===== src/rtl/uwb_packet_reader.sv =====
// uwb_packet_reader: parses 64-byte UWB payloads (4-byte mirror phase stamp
// followed by 60 ADC samples) into phase-tagged sample words.
module uwb_packet_reader #(
   parameter int N_STAMP    = 4,
   parameter int N_DATA     = 60,
   parameter int PHASE_STEP = 2
) (
   input  logic        clk,
   input  logic        rst,
   input  logic [7:0]  in_data,
   input  logic        in_valid,
   input  logic        in_sop,
   output logic        in_ready,
   input  logic [15:0] period_x,
   input  logic [15:0] period_y,
   output logic [7:0]  pix_data,
   output logic [15:0] pix_phase_x,
   output logic [15:0] pix_phase_y,
   output logic        pix_last,
   output logic        pix_valid,
   input  logic        pix_ready,
   output logic [15:0] pkt_count,
   output logic [7:0]  err_count,
   output logic        busy
);

   localparam int SIW = $clog2(N_DATA);
   localparam int BIW = $clog2(N_STAMP);

   typedef enum logic [1:0] {IDLE, STAMP, DATA} state_t;

   state_t           state, state_nxt;
   logic [BIW-1:0]   byte_idx;
   logic [SIW-1:0]   sample_idx;
   logic [7:0]       stamp_xh, stamp_xl, stamp_yh;
   logic [15:0]      phase_x, phase_y;
   logic             accept, take_sample, stamp_done, last_sample;

   // Step a phase by PHASE_STEP, wrapping the way the transmitter timer counts
   // 0..period; a period of 0 pins the axis at 0.
   function automatic logic [15:0] advance(input logic [15:0] phase, input logic [15:0] period);
      logic [16:0] s;
      logic [16:0] lim;
      s   = {1'b0, phase} + 17'(PHASE_STEP);
      lim = {1'b0, period};
      if (period == '0)
         advance = '0;
      else if (s > lim)
         advance = 16'(s - lim - 17'd1);
      else
         advance = s[15:0];
   endfunction

   // A stamp beyond its period cannot be a real timer value; start that axis at 0.
   function automatic logic [15:0] load_stamp(input logic [15:0] stamp, input logic [15:0] period);
      load_stamp = (stamp > period) ? 16'd0 : stamp;
   endfunction

   // Handshake decode: in DATA the output register must be free (or freeing) to take a byte.
   // NOTE: in_ready is combinational on pix_ready so a full-rate stream needs no skid buffer.
   always_comb begin
      in_ready    = (state == DATA) ? (~pix_valid | pix_ready) : 1'b1;
      accept      = in_valid & in_ready;
      last_sample = (sample_idx == SIW'(N_DATA - 1));
      take_sample = accept & ~in_sop & (state == DATA);
      stamp_done  = accept & ~in_sop & (state == STAMP) & (byte_idx == BIW'(N_STAMP - 1));
   end

   // Next-state logic; an in_sop byte always restarts stamp collection.
   // NOTE: state_nxt gets a default first so no path leaves it unassigned (no latch).
   always_comb begin
      state_nxt = state;
      case (state)
         IDLE:    if (accept && in_sop) state_nxt = STAMP;
         STAMP:   if (accept) begin
                     if (in_sop)          state_nxt = STAMP;
                     else if (stamp_done) state_nxt = DATA;
                  end
         DATA:    if (accept) begin
                     if (in_sop)           state_nxt = STAMP;
                     else if (last_sample) state_nxt = IDLE;
                  end
         default: state_nxt = IDLE;
      endcase
   end

   // State register.
   // NOTE: sequential state uses non-blocking assignments only.
   always_ff @(posedge clk) begin
      if (rst) state <= IDLE;
      else     state <= state_nxt;
   end

   // Stamp byte capture; stamp bytes themselves need no reset since they are
   // always written before they are consumed.
   always_ff @(posedge clk) begin
      if (rst) begin
         byte_idx <= '0;
      end else if (accept && in_sop) begin
         stamp_xh <= in_data;
         byte_idx <= BIW'(1);
      end else if (accept && state == STAMP) begin
         case (byte_idx)
            BIW'(1): stamp_xl <= in_data;
            BIW'(2): stamp_yh <= in_data;
            default: ;
         endcase
         byte_idx <= byte_idx + BIW'(1);
      end
   end

   // Phase tracking and sample index: loaded from the stamp, advanced per sample.
   always_ff @(posedge clk) begin
      if (rst) begin
         phase_x    <= '0;
         phase_y    <= '0;
         sample_idx <= '0;
      end else if (stamp_done) begin
         phase_x    <= load_stamp({stamp_xh, stamp_xl}, period_x);
         phase_y    <= load_stamp({stamp_yh, in_data}, period_y);
         sample_idx <= '0;
      end else if (take_sample) begin
         phase_x    <= advance(phase_x, period_x);
         phase_y    <= advance(phase_y, period_y);
         sample_idx <= sample_idx + SIW'(1);
      end
   end

   // Output word register: reloads on each sample, empties when taken downstream.
   always_ff @(posedge clk) begin
      if (rst) begin
         pix_valid   <= 1'b0;
         pix_data    <= '0;
         pix_phase_x <= '0;
         pix_phase_y <= '0;
         pix_last    <= 1'b0;
      end else if (take_sample) begin
         pix_valid   <= 1'b1;
         pix_data    <= in_data;
         pix_phase_x <= phase_x;
         pix_phase_y <= phase_y;
         pix_last    <= last_sample;
      end else if (pix_ready) begin
         pix_valid   <= 1'b0;
      end
   end

   // Packet / truncation counters and the registered busy flag.
   always_ff @(posedge clk) begin
      if (rst) begin
         pkt_count <= '0;
         err_count <= '0;
         busy      <= 1'b0;
      end else begin
         busy <= (state_nxt != IDLE);
         if (take_sample && last_sample)
            pkt_count <= pkt_count + 16'd1;
         if (accept && in_sop && state != IDLE && err_count != 8'hFF)
            err_count <= err_count + 8'd1;
      end
   end

endmodule


===== config.mk =====
export PLATFORM = sky130hd
export DESIGN_NAME = uwb_packet_reader
export DESIGN_NICKNAME = d
export VERILOG_FILES = /design/src/rtl/uwb_packet_reader.sv
export SDC_FILE = /design/constraint.sdc
export NUM_CORES = 1
export LEC_CHECK = 0
export CAP_MARGIN = 40
export CORE_UTILIZATION = 39
export DETAILED_ROUTE_END_ITERATION = 8
export PLACE_DENSITY_LB_ADDON = 0.15
export SLEW_MARGIN = 20
export SYNTH_ARGS = -nofsm -noshare
export SYNTH_HDL_FRONTEND = slang
export SYNTH_SLANG_ARGS = --single-unit

===== constraint.sdc =====
create_clock -name clk -period 7.8 [get_ports clk]
set_input_delay 1.95 -clock clk [delete_from_list [all_inputs] [get_ports clk]]
set_output_delay 1.95 -clock clk [all_outputs]
set_load 0.005 [all_outputs]

==> reports/qor.txt, run 1 <==
status -> complete, no violations
largest net degree at the start of global routing -> 66
# diodes -> 0
clk_skew -> 12.6 ps
Worst EP required -> 5850 ps
Max Cap Viol -> 0
post-synthesis sequential area ratio -> 0.345
Tcrit/Tclk final -> 0.652
fmax -> 0.197 GHz
first-pass GRT wire length -> 39.2 mm
grt total ovfl -> 0
synth warn -> 0
nets@finish -> 1,207
cts repair resizes -> 0
Fin. Hold Viols -> 0
initial antenna violation count -> 0
Die ar. -> 0.0222 sq mm
Post-synth top cells -> nand2_1 (135), dfxtp_1 (109), a21oi_1 (90)
IO Port Bufs -> 112
core area -> 0.0211 sq mm
drt drc -> 0
Worst-path clk slew -> 60 ps
DIE WIDTH -> 149 um
PD cells -> 157 mW/mm^2
Syn Std Cell Area -> 0.00842 sq mm
Area Growth Syn to Fin -> 23.3%
Max Slew Vio Count -> 0
final WL -> 24.7 mm
Worst setup EP type -> primary output
WP data arrival -> 3140 ps
CTS H-Tree Depth -> 4
vias per cell -> 5.41
post-DP HPWL -> 17.9 mm
area share of the largest cell type after synthesis -> 0.259
routed vias -> 7,428
HP Class -> reg -> reg
CTS Hold Bufs -> 0
syn_area_per_cell -> 8.56 sq um
area leader, netlist -> dfxtp_1
router iterations before antenna repair -> 5
vias in the first global route -> 7,292
most common cell in the netlist -> nand2_1
Async SR Flop Fraction -> 0
Pwr Total -> 0.00163 W
Synth cell types -> 69
Area contributors post-synth -> dfxtp_1 (26%), ha_1 (11%), edfxtp_1 (8.6%)
Post-Synthesis Cells -> 984
Rows -> 53
Period minus WS final -> 5090 ps
Global Route Usage Sum -> 0.229
Setup crit start kind -> primary input
CTS Root Cell -> clkbuf_16
RSZ-0062 raised after global routing -> no
routability cong. -> 0.896
Final TNS setup -> 0 ps
Post-Syn Nets -> 1,105
1st-iter DRT viols -> 382
register bit total from synthesis -> 133
Setup Fix Bufs, Post-CTS -> 0
Worst Path Max Fanout -> 4
Rel. slew slack -> 0.442
drt wl/cell -> 18.0 um
CTS tree -> yes
worst skew pair latency -> 420 ps
P_leak -> 4.10 nW
Post-synth EDFFs -> 24
post-route ant nets -> 0
Initial Util -> 0.399
Num CTS Buffers -> 17
Final Setup Violations -> 0
Peak VDD IR -> 0.175 mV
CTS Buffer Depth -> 2
Most used DFF post-synth -> dfxtp_1
kind of critical path -> in -> out
die height -> 149 um
Ports -> 113
CTS Sinks -> 133
fraction of layout cells with a size suffix above 1 -> 0.0792
worst slew pin tran -> 837 ps
[final cells by class]
class | instances | area [sq um]
fill | 2108 | 10700
inverter | 55 | 206
clock inverter | 9 | 65.1
clock buffer | 23 | 522
sequential | 133 | 2900
tap | 275 | 344
timing repair buffer | 120 | 1180
multi-input combinational | 759 | 5160
[registers in the layout (all words and copies together), names as in the netlist, 2 cells and up]
| register | flops |
|---|---|
| stamp_yh | 8 |
| phase_x | 16 |
| pix_phase_x | 16 |
| stamp_xh | 8 |
| byte_idx | 2 |
| pix_phase_y | 16 |
| sample_idx | 6 |
| state | 2 |
| stamp_xl | 8 |
| pix_data | 8 |
| phase_y | 16 |
| pkt_count | 16 |
| err_count | 8 |
[logic make-up (layout without fill, tap and decap cells)]
group | after synthesis | in the layout | synth area share
flops | 133 | 133 | 0.345
xor+xnor | 78 | 78 | 0.0811
buf+inv | 92 | 207 | 0.0437
fa+ha+maj | 76 | 76 | 0.115
compound gates | 224 | 224 | 0.180
mux | 27 | 27 | 0.0373
simple gates | 354 | 354 | 0.198
[layer usage]
layer,vias up,routed length [um],part of all wire,track usage
li1,3735,-,-,-
met2,169,11700,0.47,0.374
met4,0,433,0.018,0.0684
met3,23,1190,0.048,0.0471
met5,-,0,0,0
met1,3501,11400,0.46,0.303
[per-stage QoR]
stage                     std cells  utilization  setup slack (ps)  instance area, sq um  hold slack [ps]
after floorplan                 984            -              3470                  8420              445
after global placement         1342        0.465              2580                  9800              442
after detailed placement       1342        0.465              2570                  9800              447
after CTS                      1374        0.492              2710                 10400              456
after global routing           1374        0.492              2680                 10400              468
final                          1374        0.492              2710                 10400              453
[path summary, 6_finish.rpt]
check | startpoint | end | slack, ps | cells past startpoint
min reg2reg | pix_data[2] | pix_data[2] | 450 | 2
max | pix_ready | in_ready | 2710 | 3
min | pix_data[2] | pix_data[2] | 450 | 2
max reg2reg | phase_y[6] | phase_y[12] | 3640 | 15
[power breakdown]
part           switching (W)  leakage, nW  internal (W)
clock               0.000321        0.285      0.000473
combinational      0.0000745         2.72     0.0000556
sequential        0.00000390         1.10      0.000703
[critical path, stage by stage]
cell	delay (ps)
clkdlybuf4s50_1	460
nand3b_1	190
clkdlybuf4s50_1	530
[cells in the final DEF (no fill, tap or decap), types with 15 or more instances in the layout]
cell             netlist  final
nor2_1                82     82
inv_1                 55     55
o21ai_0               19     19
edfxtp_1              24     24
a21oi_1               90     89
xnor2_1               40     40
a21o_1                16     16
nand2_1              135    135
and3_1                15     15
a211oi_1              20     20
nand3_1               29     29
xor2_1                38     38
nor3_1                19     19
nand4_1               19     19
clkdlybuf4s50_1        0    111
clkbuf_16              0     20
ha_1                  74     74
dfxtp_1              109    109
mux2_2                17     17
(Power assumes the default switching activity.)
==> run 2, diff against run 1 <==
==> constraint.sdc (replaced) <==
create_clock -name clk -period 4.73 [get_ports clk]
set_input_delay 1.1825 -clock clk [delete_from_list [all_inputs] [get_ports clk]]
set_output_delay 1.1825 -clock clk [all_outputs]
set_load 0.005 [all_outputs]
==> run 2 against run 1 <==
Against the previous run: power is 60% higher; register-to-register slack worse by 2900 ps; setup slack got worse by 2000 ps; core utilization increased by 0.21 points; sequential share of layout area shrank 0.12 points; via count rose by 2.0%.
==> reports/qor.txt, run 2 (same netlist as run 1, synthesis figures left out) <==
status -> complete, no violations (unchanged)
routability cong. -> 0.936 (was 0.896)
IO Port Bufs -> 112 (unchanged)
RSZ-0062 raised after global routing -> no (unchanged)
Setup WS post-layout -> 742 ps (was 2710 ps)
vias per cell -> 5.46 (was 5.41)
worst flop-to-flop path endpoint -> phase_x[6] (was phase_y[12])
P_leak -> 4.15 nW (was 4.10 nW)
worst slew pin tran -> 678 ps (was 837 ps)
CTS tree -> yes (unchanged)
fillcell total -> 2,094 (was 2,108)
Final Setup Violations -> 0 (unchanged)
final WL -> 24.8 mm (was 24.7 mm)
fraction of layout cells with a size suffix above 1 -> 0.0882 (was 0.0792)
commonest non-fill, non-tap cell in the layout -> nand2_1 (unchanged)
Area Growth Syn to Fin -> 23.8% (was 23.3%)
vias in the first global route -> 7,397 (was 7,292)
routed vias -> 7,574 (was 7,428)
CTS Buffer Depth -> 2 (unchanged)
WP data arrival -> 4280 ps (was 3140 ps)
Global Route Usage Sum -> 0.230 (was 0.229)
clk_skew -> 13.4 ps (was 12.6 ps)
drt wl/cell -> 17.9 um (was 18.0 um)
Rel. slew slack -> 0.548 (was 0.442)
Peak VDD IR -> 0.209 mV (was 0.175 mV)
die height -> 149 um (unchanged)
worst skew pair latency -> 420 ps (about the same)
worst hold path stage count -> 2 (unchanged)
post-route ant nets -> 0 (unchanged)
drt drc -> 0 (unchanged)
CTS Root Cell -> clkbuf_16 (unchanged)
Num CTS Buffers -> 17 (unchanged)
Non-Filler Instances -> 1,386 (was 1,374)
grt total ovfl -> 0 (unchanged)
fmax -> 0.251 GHz
first-pass GRT wire length -> 39.4 mm (was 39.2 mm)
Worst EP required -> 5020 ps (was 5850 ps)
Rows -> 53 (unchanged)
CTS Hold Bufs -> 0 (unchanged)
Fin. Hold Viols -> 0 (unchanged)
Ports -> 113 (unchanged)
Tcrit/Tclk final -> 0.843
Initial Util -> 0.399 (unchanged)
router iterations before antenna repair -> 4 (was 5)
commonest non-fill, non-tap cells in the layout -> nand2_1 (135), clkdlybuf4s50_1 (111), dfxtp_1 (109) (unchanged)
post-DP HPWL -> 18.3 mm (was 17.9 mm)
1st-iter DRT viols -> 410 (was 382)
DIE WIDTH -> 149 um (unchanged)
nets@finish -> 1,219 (was 1,207)
Worst Path Max Fanout -> 19 (was 4)
initial antenna violation count -> 0 (unchanged)
worst reg2reg path depth -> 14 (was 15)
Setup Fix Bufs, Post-CTS -> 0 (unchanged)
Max Slew Vio Count -> 0 (unchanged)
pre-CTS setup slack -> 424 ps (was 2570 ps)
Setup crit start kind -> flop (was primary input)
kind of critical path -> reg -> reg (was in -> out)
PD cells -> 251 mW/mm^2 (was 157 mW/mm^2)
largest net degree at the start of global routing -> 46 (was 66)
core area -> 0.0211 sq mm (unchanged)
# diodes -> 0 (unchanged)
hold path start -> pix_phase_y[2] (was pix_data[2])
Final TNS setup -> 0 ps (unchanged)
HP Class -> reg -> reg (unchanged)
Worst setup EP type -> flop (was primary output)
Period minus WS final -> 3990 ps
CTS Sinks -> 133 (unchanged)
CTS H-Tree Depth -> 4 (unchanged)
R2R Setup Slk -> 740 ps (was 3640 ps)
hold worst-path end -> pix_phase_y[2] (was pix_data[2])
cts repair resizes -> 0 (unchanged)
Worst R2R Start -> phase_x[3] (was phase_y[6])
Die ar. -> 0.0222 sq mm (unchanged)
Post-Place Cells -> 1,354 (was 1,342)
Worst-path clk slew -> 60 ps (about the same)
Max Cap Viol -> 0 (unchanged)
==> run 2: changes by cell type in the layout (fill, tap and decap cells not counted), sizes merged <==
cell      delta
clkinv       +1
inv          +2
clkbuf       -2
clkinvlp     -1
buf         +12
==> run 2: worst max-delay path: stages (launching register included) <==
cell	delay, ps
dfxtp_1	490
and4_1	290
and3_1	300
nand2_1	100
xnor2_1	180
ha_1	490
and3_1	270
nand4_1	140
nor4_1	400
o21bai_2	140
o21ai_4	60
buf_4	280
mux2_2	380
a221oi_1	250
nor3_1	80
==> run 2: per-layer routing <==
layer	part of all wire	global-route usage
met5	0	0
met1	0.46	0.296
met2	0.47	0.381
met3	0.047	0.0471
met4	0.025	0.0837
==> run 2: worst max-delay path by stage <==
stage                 startpoint           to  slack [ps]  cells past startpoint
floorplan            period_x[8]  phase_x[10]        1170                     11
global placement     period_x[8]  phase_x[14]         450                     12
detailed placement  period_x[10]   phase_x[4]         420                     12
CTS                   phase_x[2]   phase_x[4]         780                     14
global route          phase_y[7]   phase_y[6]         490                     15
finish                phase_x[3]   phase_x[6]         740                     14
==> run 2: final cells by class <==
class / instances / area [sq um] / share of cell area
Inverter: 55 / 206 / 0.0198
Timing Repair Buffer: 132 / 1270 / 0.122
Clock inverter: 11 / 73.8 / 0.00708
Sequential cell: 133 / 2900 / 0.278
Multi-Input combinational cell: 759 / 5160 / 0.495
Clock buffer: 21 / 472 / 0.0452
Tap cell: 275 / 344 / 0.0330
==> run 2: report_power, final <==
part | leakage [nW] | switching, W | internal (W)
clock | 0.273 | 0.000513 | 0.000715
sequential | 1.10 | 0.00000694 | 0.00116
combinational | 2.78 | 0.000125 | 0.0000940
total | 4.15 | 0.000645 | 0.00197
==> run 2: through the flow <==
step	instance area [sq um]	utilization	power (W)	hold slack (ps)
floorplan	8420	-	0.00131	445
global route	10400	0.495	0.00271	474
finish	10400	0.495	0.00261	456
global placement	9880	0.469	0.00141	443
CTS	10400	0.495	0.00264	459
detailed placement	9880	0.469	0.00141	450
